==> src/rtl/cpu_timing_pkg.sv <==
// Shared definitions for the multi-cycle CPU timing logic.
//   seq_state_t    : sequencer state (IDLE, RUN)
//   DEFAULT_PHASES : phase count of the classic five-phase CPU
//   IF..WB         : phase index names for the five-phase CPU
package cpu_timing_pkg;

    typedef enum logic {
        IDLE = 1'b0,
        RUN  = 1'b1
    } seq_state_t;

    localparam int unsigned DEFAULT_PHASES = 5;

    localparam int unsigned IF  = 0;
    localparam int unsigned ID  = 1;
    localparam int unsigned EX  = 2;
    localparam int unsigned MEM = 3;
    localparam int unsigned WB  = 4;

endpackage

==> src/rtl/phase_decode.sv <==
// Phase index to one-hot strobe decoder (purely combinational).
//   idx : current phase index
//   run : high while an instruction is executing
//   p   : one-hot strobe, bit idx set when run=1, all zero otherwise
module phase_decode #(
    parameter int unsigned MAX_PHASES = 5,
    parameter int unsigned PW         = $clog2(MAX_PHASES)
) (
    input  logic [PW-1:0]         idx,
    input  logic                  run,
    output logic [MAX_PHASES-1:0] p
);

    always_comb begin
        p = '0;
        if (run) begin
            for (int unsigned k = 0; k < MAX_PHASES; k++) begin
                if (idx == PW'(k)) begin
                    p[k] = 1'b1;
                end
            end
        end
    end

endmodule

==> src/rtl/phase_sequencer.sv <==
// Multi-cycle CPU timing generator. Steps a phase index through up to
// MAX_PHASES phases per instruction with early end, stall hold,
// start/halt (single-step) control and a retired-instruction counter.
//   clk       : system clock
//   nclr      : synchronous active-low reset
//   go        : start an instruction from IDLE
//   stall     : hold the current phase (RUN only)
//   early_end : current phase is the instruction's last (ignored in phase 0)
//   halt      : return to IDLE at the next instruction boundary
//   p         : one-hot phase strobe, zero in IDLE
//   phase     : current phase index, 0 in IDLE
//   idle      : high in IDLE
//   halt_pend : halt latched but not yet honoured
//   instr_cnt : completed-instruction count (wraps)
module phase_sequencer
    import cpu_timing_pkg::*;
#(
    parameter int unsigned MAX_PHASES = DEFAULT_PHASES,
    parameter int unsigned PW         = $clog2(MAX_PHASES),
    parameter int unsigned CW         = 16
) (
    input  logic                  clk,
    input  logic                  nclr,
    input  logic                  go,
    input  logic                  stall,
    input  logic                  early_end,
    input  logic                  halt,
    output logic [MAX_PHASES-1:0] p,
    output logic [PW-1:0]         phase,
    output logic                  idle,
    output logic                  halt_pend,
    output logic [CW-1:0]         instr_cnt
);

    seq_state_t    state_q, state_n;
    logic [PW-1:0] phase_q, phase_n;
    logic          halt_q,  halt_n;
    logic [CW-1:0] cnt_q,   cnt_n;
    logic          last_phase;

    // Early end only counts from phase 1 on: fetch always spans phases 0 and 1.
    assign last_phase = (phase_q == PW'(MAX_PHASES - 1)) ||
                        (early_end && (phase_q != '0));

    always_ff @(posedge clk) begin
        if (!nclr) begin
            state_q <= IDLE;
            phase_q <= '0;
            halt_q  <= 1'b0;
            cnt_q   <= '0;
        end else begin
            state_q <= state_n;
            phase_q <= phase_n;
            halt_q  <= halt_n;
            cnt_q   <= cnt_n;
        end
    end

    always_comb begin
        state_n = state_q;
        phase_n = phase_q;
        halt_n  = halt_q;
        cnt_n   = cnt_q;
        unique case (state_q)
            IDLE: begin
                phase_n = '0;
                halt_n  = 1'b0;
                if (go) begin
                    state_n = RUN;
                    // go+halt together: run exactly one instruction.
                    halt_n  = halt;
                end
            end
            RUN: begin
                if (stall) begin
                    halt_n = halt_q | halt;
                end else if (last_phase) begin
                    cnt_n   = cnt_q + CW'(1);
                    phase_n = '0;
                    if (halt_q || halt) begin
                        state_n = IDLE;
                        halt_n  = 1'b0;
                    end
                end else begin
                    phase_n = phase_q + PW'(1);
                    halt_n  = halt_q | halt;
                end
            end
            default: begin
                state_n = IDLE;
                phase_n = '0;
                halt_n  = 1'b0;
            end
        endcase
    end

    phase_decode #(
        .MAX_PHASES (MAX_PHASES),
        .PW         (PW)
    ) u_decode (
        .idx (phase_q),
        .run (state_q == RUN),
        .p   (p)
    );

    assign phase     = phase_q;
    assign idle      = (state_q == IDLE);
    assign halt_pend = halt_q;
    assign instr_cnt = cnt_q;

endmodule

==> config.mk <==
export PLATFORM = sky130hd
export DESIGN_NAME = phase_sequencer
export DESIGN_NICKNAME = d
export VERILOG_FILES = /design/src/rtl/cpu_timing_pkg.sv /design/src/rtl/phase_decode.sv /design/src/rtl/phase_sequencer.sv
export SDC_FILE = /design/constraint.sdc
export NUM_CORES = 1
export LEC_CHECK = 0
export BUFFER_PORTS_ARGS = -buffer_cell sky130_fd_sc_hd__buf_4
export CORE_UTILIZATION = 49
export DETAILED_ROUTE_END_ITERATION = 6
export PLACE_DENSITY = 0.76
export SLEW_MARGIN = 5
export SYNTH_ARGS = -nofsm -noshare
export SYNTH_HDL_FRONTEND = slang
export SYNTH_SLANG_ARGS = --single-unit
==> constraint.sdc <==
create_clock -name clk -period 2.31 [get_ports clk]
set_input_delay 0.3465 -clock clk [delete_from_list [all_inputs] [get_ports clk]]
set_output_delay 0.3465 -clock clk [all_outputs]
set_load 0.03 [all_outputs]
==> impl_metrics.tcl <==
set metrics [dict create \
    cts_setup_buffers 0 \
    antenna_found_initial 0 \
    fmax_mhz 479.1 \
    die_w_um 48.04 \
    place_area_um2 1295 \
    cts_sinks 21 \
    syn_area_per_cell_um2 8.512 \
    slew_violations 0 \
    fill_cells 189 \
    hold_depth 3 \
    syn_inst 122 \
    yosys_warnings 0 \
    via_per_inst 5.387 \
    root_buffer "clkbuf_4" \
    wl_um 2355 \
    ios 32 \
    final-hold-violation-count 0 \
    core_area_um2 1982 \
    holdBufCountCts 0 \
    maxSlewHeadroom_pct 64.90 \
    crit_type "reg2reg" \
    path_buf_inv 1 \
    hold_class "in2reg" \
    wl_per_cell_um 13.01 \
    insertion_delay_ns 0.30 \
    cts_tree "yes" \
    ant_nets 0 \
    cp_top_family "simple AND/OR/NAND/NOR gates" \
    dieArea_um2 2307 \
    cts_resized 0 \
    final.setup.worst_slack_ns 0.2229 \
    grt_pass1_wl_um 3567 \
    vias 975 \
    synth_nets 134 \
    rr_worst_depth 6 \
    drv_cap 0 \
    reg2reg_to "instr_cnt[13]$_SDFFE_PN0P_" \
    irDropWorstVdd_mv 0.2942 \
    rsz0062_at_grt "false" \
    period_minus_slack_ns 2.087 \
    initial_core_util_pct 52.40 \
    clockBufferDepth 2 \
    h-tree-depth 1 \
    p_leak_nw 0.5693 \
    port_buffers 31 \
    min-delay-start "nclr" \
    ys_ff_latch 21 \
    period_share_pct 90.35 \
    critPathCaptureType "register" \
    grt_overflow 0 \
    grt_util_all_layers_pct 22.49 \
    design_area_um2 1321 \
    reg2reg_slack_ns 0.22 \
    gp_congestion 0.7726 \
    cp-start-kind "register" \
    final_common_cell "buf_4" \
    ys_seq_area_share_pct 40.48 \
    layout.nets 167 \
    drt-pass1-iter-count 4 \
    path_max_fanout 8 \
    first_iter_violations 17 \
    synth_area_um2 1038 \
    crit_arrival_ns 2.32 \
    antenna_cells 0 \
    setup_viol 0 \
    area_delta_synth_final_pct 27.23 \
    synth_cell_type_count 29 \
    final_cell_mix "32 x buf_4, 21 x dfxtp_1, 11 x nor2_1, 10 x a21oi_1" \
    hold_path_end "instr_cnt[7]$_SDFFE_PN0P_" \
    numCtsBuffers 3 \
    crit_required_ns 2.54 \
    rows 16 \
    post-place-ws_ns 0.2358 \
    die_h_um 48.04 \
    drc 0 \
    crit_top_cell "or3_1" \
    worstPathCellList "inv_1 -> ha_1 -> mux2i_1 -> or3_1 -> or3_1 -> a21oi_1" \
    hpwl_um 1799 \
    r2r-start "phase[0]$_SDFFE_PN0P_" \
    regArea_um2 420.4 \
    grt_max_degree 20 \
    skew_ns 0.002648 \
    final_util_pct 66.67 \
    setup_tns_ns 0 \
    grt_pass1_vias 799 \
    drive_above_1_share_pct 25.32 \
    cts.reportedPaths.clkPinSlew_ns 0.11 \
    p_per_area_nw_per_um2 454.9 \
    outcome "complete, no violations" \
    multiInputGateArea_um2 581.8 \
    worst_pin_slew_ns 0.5232 \
    slowest_delay_ns 0.50 \
    cp_slowest_cell "or3_1" \
]
## cells in the mapped netlist (all sizes together)
| master | instances | area share [%] |
|---|---|---|
| mux2i | 2 | 1.9 |
| a32oi | 1 | 0.84 |
| o21ai | 8 | 3.9 |
| a22oi | 1 | 0.72 |
| or3 | 8 | 4.8 |
| and4b | 1 | 0.96 |
| nand4 | 3 | 1.8 |
| inv | 4 | 1.4 |
| clkbuf | 2 | 0.72 |
| xor2 | 4 | 3.4 |
| nand2 | 7 | 2.5 |
| or2 | 1 | 0.60 |
| nor3 | 2 | 0.96 |
| nor2 | 11 | 4.0 |
| dfxtp | 21 | 40 |
| nor3b | 1 | 0.72 |
| clkinv | 1 | 0.36 |
| buf | 2 | 0.96 |
| and3 | 7 | 4.5 |
| xnor2 | 4 | 3.4 |
| and2 | 1 | 0.60 |
| nand3 | 8 | 3.9 |
| mux2 | 1 | 1.1 |
| nand2b | 2 | 1.2 |
| and4 | 2 | 1.7 |
| nor4 | 1 | 0.60 |
| ha | 6 | 7.2 |
| a21oi | 10 | 4.8 |
## worst max path at each step
stage / slack, ns / from / cells after the start / end
final: 0.22 / phase[0]$_SDFFE_PN0P_ / 6 / instr_cnt[13]$_SDFFE_PN0P_
after global routing: 0.07 / phase[0]$_SDFFE_PN0P_ / 6 / instr_cnt[15]$_SDFFE_PN0P_
after CTS: 0.20 / phase[0]$_SDFFE_PN0P_ / 6 / instr_cnt[13]$_SDFFE_PN0P_
after detailed placement: 0.24 / phase[0]$_SDFFE_PN0P_ / 6 / instr_cnt[13]$_SDFFE_PN0P_
after global placement: 0.35 / phase[0]$_SDFFE_PN0P_ / 6 / instr_cnt[15]$_SDFFE_PN0P_
after floorplan: 0.15 / phase[0]$_SDFFE_PN0P_ / 7 / instr_cnt[11]$_SDFFE_PN0P_
## flip-flops by register name, summed over array words and instances (netlist names)
register and cells:
phase 3, halt_pend 1, instr_cnt 16, state_q 1
## routing by layer
metal / vias to the layer above / global-route usage (%) / wire length [um]
li1: 491 / - / -
met1: 454 / 28.02 / 1025
met2: 25 / 37.84 / 1215
met3: 5 / 3.019 / 82
met4: 0 / 11.11 / 31
met5: - / 0 / 0
## worst min-delay path, stage by stage
cell and delay (ns):
buf_4 0.13, nand2_1 0.06, mux2i_1 0.06
## logic make-up after synthesis
kind of cell,after synthesis,synth area share [%]
and+or+nand+nor,55,28.80
adders and majority gates,6,7.229
buffers and inverters,9,3.494
xor gates and xnor gates,8,6.746
AOI/OAI and AO/OA,20,10.24
DFF,21,40.48
muxes,3,3.012
## per-stage QoR
step	cells	power, mW	hold WS (ns)
4_1_cts	181	0.6041	0.3143
3_5_place_dp	177	0.4323	0.4917
6_report	181	0.6011	0.3215
3_3_place_gp	177	0.4300	0.4811
5_1_grt	181	0.6256	0.3315
2_1_floorplan	122	0.4081	0.4849
## layout make-up
type | count | area share, %
multi-input combinational | 92 | 44.03
sequential | 21 | 31.82
timing repair buffer | 32 | 18.18
tap | 27 | 2.557
clock buffer | 4 | 1.989
inverter | 5 | 1.420
## power by group
group          internal [mW]  switching [mW]
Sequential             0.365         0.00285
Combinational         0.0216          0.0342
Clock                 0.0673           0.110
Total                  0.454           0.147
(Power assumes the default switching activity.)
